[src/rtl/btle_rx_pdu_streamer_if.sv]
// Octet stream from the RX PDU streamer towards the link layer.
// The master drives data/valid/last/crc status, the slave returns ready.
interface btle_rx_pdu_streamer_if;
  logic [7:0] pdu_data;
  logic       pdu_valid;
  logic       pdu_ready;
  logic       pdu_last;
  logic       pdu_crc_ok;

  modport master (output pdu_data, pdu_valid, pdu_last, pdu_crc_ok, input pdu_ready);
  modport slave  (input pdu_data, pdu_valid, pdu_last, pdu_crc_ok, output pdu_ready);
endinterface

[src/rtl/btle_rx_pdu_streamer.sv]
// Reads a decoded PDU (header + payload) out of the PHY octet memory and
// streams it over a valid/ready byte interface; bad-CRC packets may be dropped.
//
// state | meaning
// IDLE  | waiting for rx_decode_end; bad-CRC packets counted here when dropped
// FETCH | address presented, waiting MEM_RD_LATENCY cycles for memory data
// HOLD  | octet presented with pdu_valid=1 until the link layer takes it
module btle_rx_pdu_streamer #(
  parameter int PDU_ADDR_BIT_WIDTH = 6,
  parameter int MEM_RD_LATENCY     = 1,
  parameter bit DROP_BAD_CRC       = 1'b1
) (
  input  logic                          clk,
  input  logic                          rst,
  input  logic                          rx_decode_end,
  input  logic                          rx_crc_ok,
  input  logic [6:0]                    rx_payload_length,
  output logic [PDU_ADDR_BIT_WIDTH-1:0] rx_pdu_octet_mem_addr,
  input  logic [7:0]                    rx_pdu_octet_mem_data,
  btle_rx_pdu_streamer_if.master        pdu,
  output logic                          busy,
  output logic                          overrun,
  output logic [7:0]                    drop_count
);

  localparam int AW = PDU_ADDR_BIT_WIDTH;
  // 2 + 127 is the longest packet the length field can describe
  localparam int N_CAP = (AW >= 8) ? 129 : (1 << AW);
  localparam logic [8:0] N_MAX = 9'(N_CAP);
  localparam logic [1:0] LAT = 2'(MEM_RD_LATENCY);

  typedef enum logic [1:0] {IDLE, FETCH, HOLD} state_t;

  state_t          state_q, state_d;
  logic [AW-1:0]   addr_q, addr_d;
  logic [AW-1:0]   last_addr_q, last_addr_d;
  logic [1:0]      wait_q, wait_d;
  logic [7:0]      data_q, data_d;
  logic            valid_q, valid_d;
  logic            last_q, last_d;
  logic            crc_q, crc_d;
  logic            busy_q, busy_d;
  logic            overrun_q, overrun_d;
  logic [7:0]      drop_q, drop_d;

  logic [8:0]      n_raw;
  logic [8:0]      n_clamp;
  logic [AW-1:0]   last_addr_calc;

  assign n_raw          = {2'b00, rx_payload_length} + 9'd2;
  assign n_clamp        = (n_raw > N_MAX) ? N_MAX : n_raw;
  assign last_addr_calc = AW'(n_clamp - 9'd1);

  always_ff @(posedge clk or negedge rst) begin
    if (!rst) begin
      state_q     <= IDLE;
      addr_q      <= '0;
      last_addr_q <= '0;
      wait_q      <= '0;
      data_q      <= '0;
      valid_q     <= 1'b0;
      last_q      <= 1'b0;
      crc_q       <= 1'b0;
      busy_q      <= 1'b0;
      overrun_q   <= 1'b0;
      drop_q      <= '0;
    end else begin
      state_q     <= state_d;
      addr_q      <= addr_d;
      last_addr_q <= last_addr_d;
      wait_q      <= wait_d;
      data_q      <= data_d;
      valid_q     <= valid_d;
      last_q      <= last_d;
      crc_q       <= crc_d;
      busy_q      <= busy_d;
      overrun_q   <= overrun_d;
      drop_q      <= drop_d;
    end
  end

  always_comb begin
    state_d     = state_q;
    addr_d      = addr_q;
    last_addr_d = last_addr_q;
    wait_d      = wait_q;
    data_d      = data_q;
    valid_d     = valid_q;
    last_d      = last_q;
    crc_d       = crc_q;
    busy_d      = busy_q;
    overrun_d   = 1'b0;
    drop_d      = drop_q;
    case (state_q)
      IDLE: begin
        if (rx_decode_end) begin
          if (!rx_crc_ok && DROP_BAD_CRC) begin
            if (drop_q != 8'hFF) drop_d = drop_q + 8'd1;
          end else begin
            state_d     = FETCH;
            addr_d      = '0;
            last_addr_d = last_addr_calc;
            wait_d      = '0;
            busy_d      = 1'b1;
            crc_d       = rx_crc_ok;
          end
        end
      end
      FETCH: begin
        overrun_d = rx_decode_end;
        if (wait_q == LAT) begin
          data_d  = rx_pdu_octet_mem_data;
          valid_d = 1'b1;
          last_d  = (addr_q == last_addr_q);
          state_d = HOLD;
        end else begin
          wait_d = wait_q + 2'd1;
        end
      end
      HOLD: begin
        overrun_d = rx_decode_end;
        if (pdu.pdu_ready) begin
          valid_d = 1'b0;
          wait_d  = '0;
          if (last_q) begin
            last_d  = 1'b0;
            busy_d  = 1'b0;
            addr_d  = '0;
            state_d = IDLE;
          end else begin
            addr_d  = addr_q + AW'(1);
            state_d = FETCH;
          end
        end
      end
      default: state_d = IDLE;
    endcase
  end

  assign rx_pdu_octet_mem_addr = addr_q;
  assign pdu.pdu_data          = data_q;
  assign pdu.pdu_valid         = valid_q;
  assign pdu.pdu_last          = last_q;
  assign pdu.pdu_crc_ok        = crc_q;
  assign busy                  = busy_q;
  assign overrun               = overrun_q;
  assign drop_count            = drop_q;

endmodule

[src/flat_wrapper.sv]
// flat-port wrapper written by rule: the top's interface ports become plain ports
module btle_rx_pdu_streamer_flat 
#(
  parameter int PDU_ADDR_BIT_WIDTH = 6,
  parameter int MEM_RD_LATENCY     = 1,
  parameter bit DROP_BAD_CRC       = 1'b1
)
  (clk, rst, rx_decode_end, rx_crc_ok, rx_payload_length, rx_pdu_octet_mem_addr, rx_pdu_octet_mem_data, busy, overrun, drop_count, pdu_pdu_data, pdu_pdu_valid, pdu_pdu_last, pdu_pdu_crc_ok, pdu_pdu_ready);
  btle_rx_pdu_streamer_if pdu_i ();
  input  logic clk;
  input  logic rst;
  input  logic rx_decode_end;
  input  logic rx_crc_ok;
  input  logic [6:0] rx_payload_length;
  output logic [PDU_ADDR_BIT_WIDTH-1:0] rx_pdu_octet_mem_addr;
  input  logic [7:0] rx_pdu_octet_mem_data;
  output logic busy;
  output logic overrun;
  output logic [7:0] drop_count;
  output wire logic [$bits(pdu_i.pdu_data)-1:0] pdu_pdu_data;
  output wire logic [$bits(pdu_i.pdu_valid)-1:0] pdu_pdu_valid;
  output wire logic [$bits(pdu_i.pdu_last)-1:0] pdu_pdu_last;
  output wire logic [$bits(pdu_i.pdu_crc_ok)-1:0] pdu_pdu_crc_ok;
  input wire logic [$bits(pdu_i.pdu_ready)-1:0] pdu_pdu_ready;
  assign pdu_pdu_data = pdu_i.pdu_data;
  assign pdu_pdu_valid = pdu_i.pdu_valid;
  assign pdu_pdu_last = pdu_i.pdu_last;
  assign pdu_pdu_crc_ok = pdu_i.pdu_crc_ok;
  assign pdu_i.pdu_ready = pdu_pdu_ready;
  btle_rx_pdu_streamer #(.PDU_ADDR_BIT_WIDTH(PDU_ADDR_BIT_WIDTH), .MEM_RD_LATENCY(MEM_RD_LATENCY), .DROP_BAD_CRC(DROP_BAD_CRC)) u_core (.clk(clk), .rst(rst), .rx_decode_end(rx_decode_end), .rx_crc_ok(rx_crc_ok), .rx_payload_length(rx_payload_length), .rx_pdu_octet_mem_addr(rx_pdu_octet_mem_addr), .rx_pdu_octet_mem_data(rx_pdu_octet_mem_data), .pdu(pdu_i), .busy(busy), .overrun(overrun), .drop_count(drop_count));
endmodule
[config.mk]
export PLATFORM = sky130hd
export DESIGN_NAME = btle_rx_pdu_streamer_flat
export DESIGN_NICKNAME = d
export VERILOG_FILES = /design/src/rtl/btle_rx_pdu_streamer_if.sv /design/src/rtl/btle_rx_pdu_streamer.sv /design/src/flat_wrapper.sv
export SDC_FILE = /design/constraint.sdc
export NUM_CORES = 1
export LEC_CHECK = 0
export ABC_CLOCK_PERIOD_IN_PS = 1800
export CORE_MARGIN = 2
export CORE_UTILIZATION = 44
export DETAILED_ROUTE_END_ITERATION = 12
export PLACE_DENSITY = 0.75
export REMOVE_ABC_BUFFERS = 1
export SLEW_MARGIN = 15
export SYNTH_ARGS = -nofsm -noshare
export SYNTH_HDL_FRONTEND = slang
export SYNTH_SLANG_ARGS = --single-unit
[constraint.sdc]
create_clock -name clk -period 1.8 [get_ports clk]
set_input_delay 0.36 -clock clk [delete_from_list [all_inputs] [get_ports clk]]
set_output_delay 0.36 -clock clk [all_outputs]
set_load 0.02 [all_outputs]
==> impl_metrics.toml, run 1 <==
[placement]
dp.cells = 311
place_congestion = 0.915
io_buffer_count = 46
post-place-ws_ns = -0.911
dpl.hpwl_um = 3240

[cts]
clock_latency_ns = 0.29
cts_hold_buf = 0
path_clk_slew_ns = 0.08
cts_buffer_depth = 2
cts-root-buf = "clkbuf_8"
clkSinkCount = 37
cts_buffers = 5
cts_tree = "yes"
htree_levels = 2

[global_routing]
antenna_found_initial = 0
grt.overflow.total = 0
grt.total_usage = 0.193
grt_pass1_vias = 1755
grt_max_degree = 38
grt_pass1_wl_um = 7640

[floorplanning]
die_x_um = 70.5
die-area_um2 = 4970
io_pins = 47
die_h_um = 70.5
start_util = 0.453
core_area_um2 = 4290
row_count = 24

[power_and_ir_drop]
p_int_uw = 2540
seqPwrFrac = 0.333
power_switching_uw = 1320
leakage_uw = 0.00139
power_density_nw_per_um2 = 1300
sw_frac_of_total = 0.341
ir_drop_mv = 0.493
power_frac_comb = 0.449
p_clk_frac = 0.218

[sta]
clock.fmax_mhz = 487
fin_ws_ns = -0.253
setup_tns_ns = -0.766
drv_slew = 0
finalSetupViolCount = 4
period_share = 1.14
worst_pin_slew_ns = 0.459
relSlewSlack = 0.694
fin_worst_skew_ns = 0.00707
rsz0062_at_grt = "yes"
min_period_ns = 2.05
hold_violations = 0

[yosys]
synth_largest_area_cell = "dfrtp_1"
synthCells = 188
synth_top_family_by_area = "simple AND/OR/NAND/NOR gates"
syn_area_um2 = 1940
yosysWarningCount = 0
synth-seq-cells = 37
ys_types = 39
synth_top_area_share = 0.476
yosys.area_share.adder = 0.0579
synth_area_leaders = "dfrtp_1, ha_1, mux2_2"
synth-simple-area-share = 0.201
avgSynthCellArea_um2 = 10.3
synth-xor-area-share = 0.0856
synth_compound_area_frac = 0.116
muxShareOfSynthArea = 0.0521
ys_seq_area_frac = 0.476

[detailed_routing]
drc = 0
via_count = 1741
ant_nets = 0
wl_per_cell_um = 14.1
drtIter0Drc = 94
routed_wl_um = 4670
drt-pass1-iter-count = 4
avgViaCountPerCell = 5.26

[outcome]
status = "complete, but fails checks"
violations = "setup timing"

[min_path]
holdCritPathClass = "in2async"

[setup_path]
rr_worst_depth = 7
r2r_end = "u_core.wait_q[1]"
reg2reg_slack_ns = 0.12
crit_path_start = "rx_payload_length[2]"
critPathMaxStageDelay_ns = 0.37
cp-start-kind = "primary input"
critPathKind = "in2reg"
path_cells = "buf_8, ha_4, xor2_2, nor4b_2, a32oi_2, or3_1, ha_2, a311o_1, a31oi_1"
critPathMaxFanout = 2
crit_arrival_ns = 2.26
worstPathRequired_ns = 2.01
timing.rr.start = "u_core.state_q[1]"
slowest_stage = "nor4b_2"
worst_setup_path_end_kind = "flop"

[layout]
layout-drive-gt1-share = 0.280
finalNonFillerCells = 331
mostFrequentLayoutCell = "buf_4"
fin_nets = 307
diodes = 0
final_cell_mix = "buf_4, dfrtp_1, clkdlybuf4s50_1"
syn2layout_area_growth_pct = 52.8

[job]
maxCapViolCount = 0
==> cell usage after synthesis (all sizes together) <==
cell	count
buf	1
and2	4
mux2	9
o31ai	2
nand2	22
nand4	1
or4	1
o2bb2ai	1
a21bo	1
nor4b	1
nor3	2
and4	1
clkbuf	1
a31oi	4
a311o	1
nor4	1
or2	2
o2111ai	1
nand4b	1
a21oi	7
a32oi	1
xor2	10
nand3	13
a22o	1
nor2	10
nand3b	1
ha	9
nand2b	5
a41oi	1
xnor2	9
dfrtp	37
nor2b	1
and3	5
inv	4
o21ai	15
or3	2
==> logic make-up after synthesis <==
logic type,count (synthesis)
compound gates,35
buf+inv,6
fa+ha+maj,9
mux,9
xor+xnor,19
simple gates,73
flops,37
==> sequential cells by signal, indices dropped and copies added, names as in the netlist <==
name,cells
u_core.drop_count,8
u_core.pdu.pdu_data,8
u_core.last_addr_q,6
u_core.rx_pdu_octet_mem_addr,6
u_core.state_q,2
u_core.wait_q,2
u_core.busy,1
u_core.overrun,1
u_core.pdu.pdu_crc_ok,1
u_core.pdu.pdu_last,1
u_core.pdu.pdu_valid,1
==> worst max path at each step <==
stage,to,cells after the start
after floorplan,u_core.last_addr_q[4],8
after global placement,u_core.last_addr_q[4],9
after detailed placement,u_core.last_addr_q[4],9
after CTS,u_core.last_addr_q[4],9
after global routing,u_core.last_addr_q[4],9
final,u_core.last_addr_q[4],9
==> metrics by stage <==
step / utilization / area (um2) / hold slack [ns] / power (uW)
after global placement: 0.621 / 2670 / 0.453 / 2890
final: 0.692 / 2970 / 0.488 / 3860
after detailed placement: 0.621 / 2670 / 0.478 / 2940
after CTS: 0.674 / 2890 / 0.498 / 3820
after global routing: 0.692 / 2970 / 0.531 / 4110
after floorplan: - / 1940 / 0.0644 / 2220
==> metal layers <==
metal,up-vias,GRT usage,wire length (um)
li1,846,-,-
met3,11,0.0418,231
met5,-,0,0
met1,830,0.220,1900
met2,54,0.345,2430
met4,0,0.0791,109
==> layout make-up <==
cell class	instances	area, um2
inverter	4	15.0
multi-input combinational	145	1060
timing repair buffer	85	771
tap	52	65.1
sequential	37	926
clock buffer	5	68.8
fill	360	1320
clock inverter	3	65.1
==> power by group through the flow <==
stage / sequential, uW / clock (uW) / combinational [uW]
2_1_floorplan: 1500 / 0 / 713
6_report: 1290 / 840 / 1730
3_3_place_gp: 1290 / 0 / 1600
4_1_cts: 1290 / 859 / 1670
3_5_place_dp: 1310 / 0 / 1640
5_1_grt: 1330 / 893 / 1890
==> what timing repair did <==
item | CTS | global route
endpoints found under the setup margin | 6 | 15
buffers inserted | 8 | 4
pin swaps | 10 | 8
resized for setup | 23 | 14
==> critical path: cells and delay by family <==
| kind | cells | cell delay [ns] |
|---|---|---|
| AOI/OAI and AO/OA | 3 | 0.57 |
| xor gates and xnor gates | 1 | 0.18 |
| adders and majority gates | 2 | 0.34 |
| buffers and inverters | 1 | 0.10 |
| and+or+nand+nor | 2 | 0.70 |
No activity file was read; power rests on OpenSTA's default activity.
==> inputs of run 2 (changes only) <==
- CAP_MARGIN: not set -> 10
- CORE_MARGIN: 2 -> not set
==> impl_metrics.toml, run 2 (synthesis gave the netlist of run 1 again) <==
[outcome]
status = "complete, but fails checks"
violations = "setup timing"

[placement]
dp.cells = 310
place_area_um2 = 2670
post-place-ws_ns = -0.936
dpl.hpwl_um = 3120
place_congestion = 0.836
io_buffer_count = 46

[floorplanning]
core_area_um2 = 4120
die_h_um = 68.5
die_x_um = 68.5
die-area_um2 = 4690
start_util = 0.472
io_pins = 47
row_count = 23

[job]
maxCapViolCount = 0

[setup_path]
path_common_cell = "ha_4"
worstPathRequired_ns = 2.01
crit_path_start = "rx_payload_length[2]"
crit_arrival_ns = 2.23
rr_worst_depth = 7
path_cells = "buf_8, ha_4, xor2_4, nor4b_4, a32oi_2, or3_4, ha_4, a311o_1, a31oi_1"
critPathMaxFanout = 2
r2r_end = "u_core.wait_q[1]"
timing.rr.start = "u_core.state_q[0]"
worst_setup_path_end_kind = "flop"
cp-start-kind = "primary input"
critPathMaxStageDelay_ns = 0.37
reg2reg_slack_ns = 0.13
critPathKind = "in2reg"
slowest_stage = "or3_4"

[detailed_routing]
avgViaCountPerCell = 5.14
routed_wl_um = 4380
wl_per_cell_um = 13.5
drc = 0
ant_nets = 0
drt-pass1-iter-count = 4
drtIter0Drc = 45
via_count = 1664

[power_and_ir_drop]
power_density_nw_per_um2 = 1230
leakage_uw = 0.00135
ir_drop_mv = 0.516

[global_routing]
grt_max_degree = 38
grt.total_usage = 0.206
grt_pass1_vias = 1604
grt.overflow.total = 0
grt_pass1_wl_um = 7030
antenna_found_initial = 0

[layout]
utilization = 0.710
mostFrequentLayoutCell = "dfrtp_1"
fin_nets = 303
finalNonFillerCells = 324
layout-drive-gt1-share = 0.270
diodes = 0
finalInstanceArea_um2 = 2920
final_cell_mix = "dfrtp_1, clkdlybuf4s50_1, buf_4"
syn2layout_area_growth_pct = 50.2

[sta]
fin_ws_ns = -0.223
worst_pin_slew_ns = 0.459
hold_violations = 0
relSlewSlack = 0.694
min_period_ns = 2.02
finalSetupViolCount = 2
fin_worst_skew_ns = 0.00300
drv_slew = 0
period_share = 1.12
rsz0062_at_grt = "yes"
clock.fmax_mhz = 494

[cts]
htree_levels = 2
path_clk_slew_ns = 0.07
clock_latency_ns = 0.28
cts_tree = "yes"
cts_buffer_depth = 2
cts-root-buf = "clkbuf_8"
clkSinkCount = 37
cts_buffers = 5

[min_path]
hp-start = "u_core.pdu.pdu_crc_ok"
holdCritPathClass = "reg2reg"
whs_path_depth = 1
min_to = "u_core.pdu.pdu_crc_ok"
[run 2: layer usage]
layer / up-vias / GRT usage / routed length [um]
met2: 50 / 0.377 / 2130
met1: 758 / 0.226 / 1880
met4: 0 / 0.0651 / 97
li1: 843 / - / -
met3: 13 / 0.0600 / 270
met5: - / 0 / 0
[run 2: how the worst max path moves through the flow]
stage                                  to  slack (ns)
finish              u_core.last_addr_q[4]       -0.22
global route        u_core.last_addr_q[4]       -0.33
CTS                 u_core.last_addr_q[4]       -0.31
detailed placement  u_core.last_addr_q[4]       -0.94
global placement    u_core.last_addr_q[4]       -0.84
floorplan           u_core.last_addr_q[4]       -0.38
[run 2: final cells by class]
cell class / instances / area (um2)
timing repair buffer: 81 / 741
inverter: 4 / 15.0
clock buffer: 7 / 86.3
multi-input combinational: 145 / 1090
fill: 327 / 1190
sequential: 37 / 926
tap: 50 / 62.6
[run 2: power breakdown]
group | switching [uW] | leakage (uW) | internal [uW]
Sequential | 182 | 0.000457 | 1100
Combinational | 825 | 0.000850 | 895
Clock | 273 | 0.0000443 | 304
[run 2: through the flow]
step           total power, uW  setup TNS [ns]  hold slack [ns]
6_report                  3580          -0.424            0.491
5_1_grt                   3850          -0.648            0.521
4_1_cts                   3560          -0.630            0.503
3_5_place_dp              2950           -3.43            0.474
3_3_place_gp              2900           -2.90            0.461
2_1_floorplan             2220          -0.825           0.0644
[run 2: timing repair]
| action | CTS | global route |
|---|---|---|
| cloned | 0 | 0 |
| pin swaps | 8 | 9 |
| endpoints found under the hold margin | 0 | 0 |
| endpoints found under the setup margin | 5 | 11 |
| setup buffers | 5 | 2 |
| resized for setup | 25 | 16 |
| hold buffers | 0 | 0 |
[run 2: worst max-delay path, delay by kind of cell]
family | cells | cell delay [ns]
compound gates | 3 | 0.56
buf+inv | 1 | 0.10
fa+ha+maj | 2 | 0.34
xor+xnor | 1 | 0.19
simple gates | 2 | 0.67
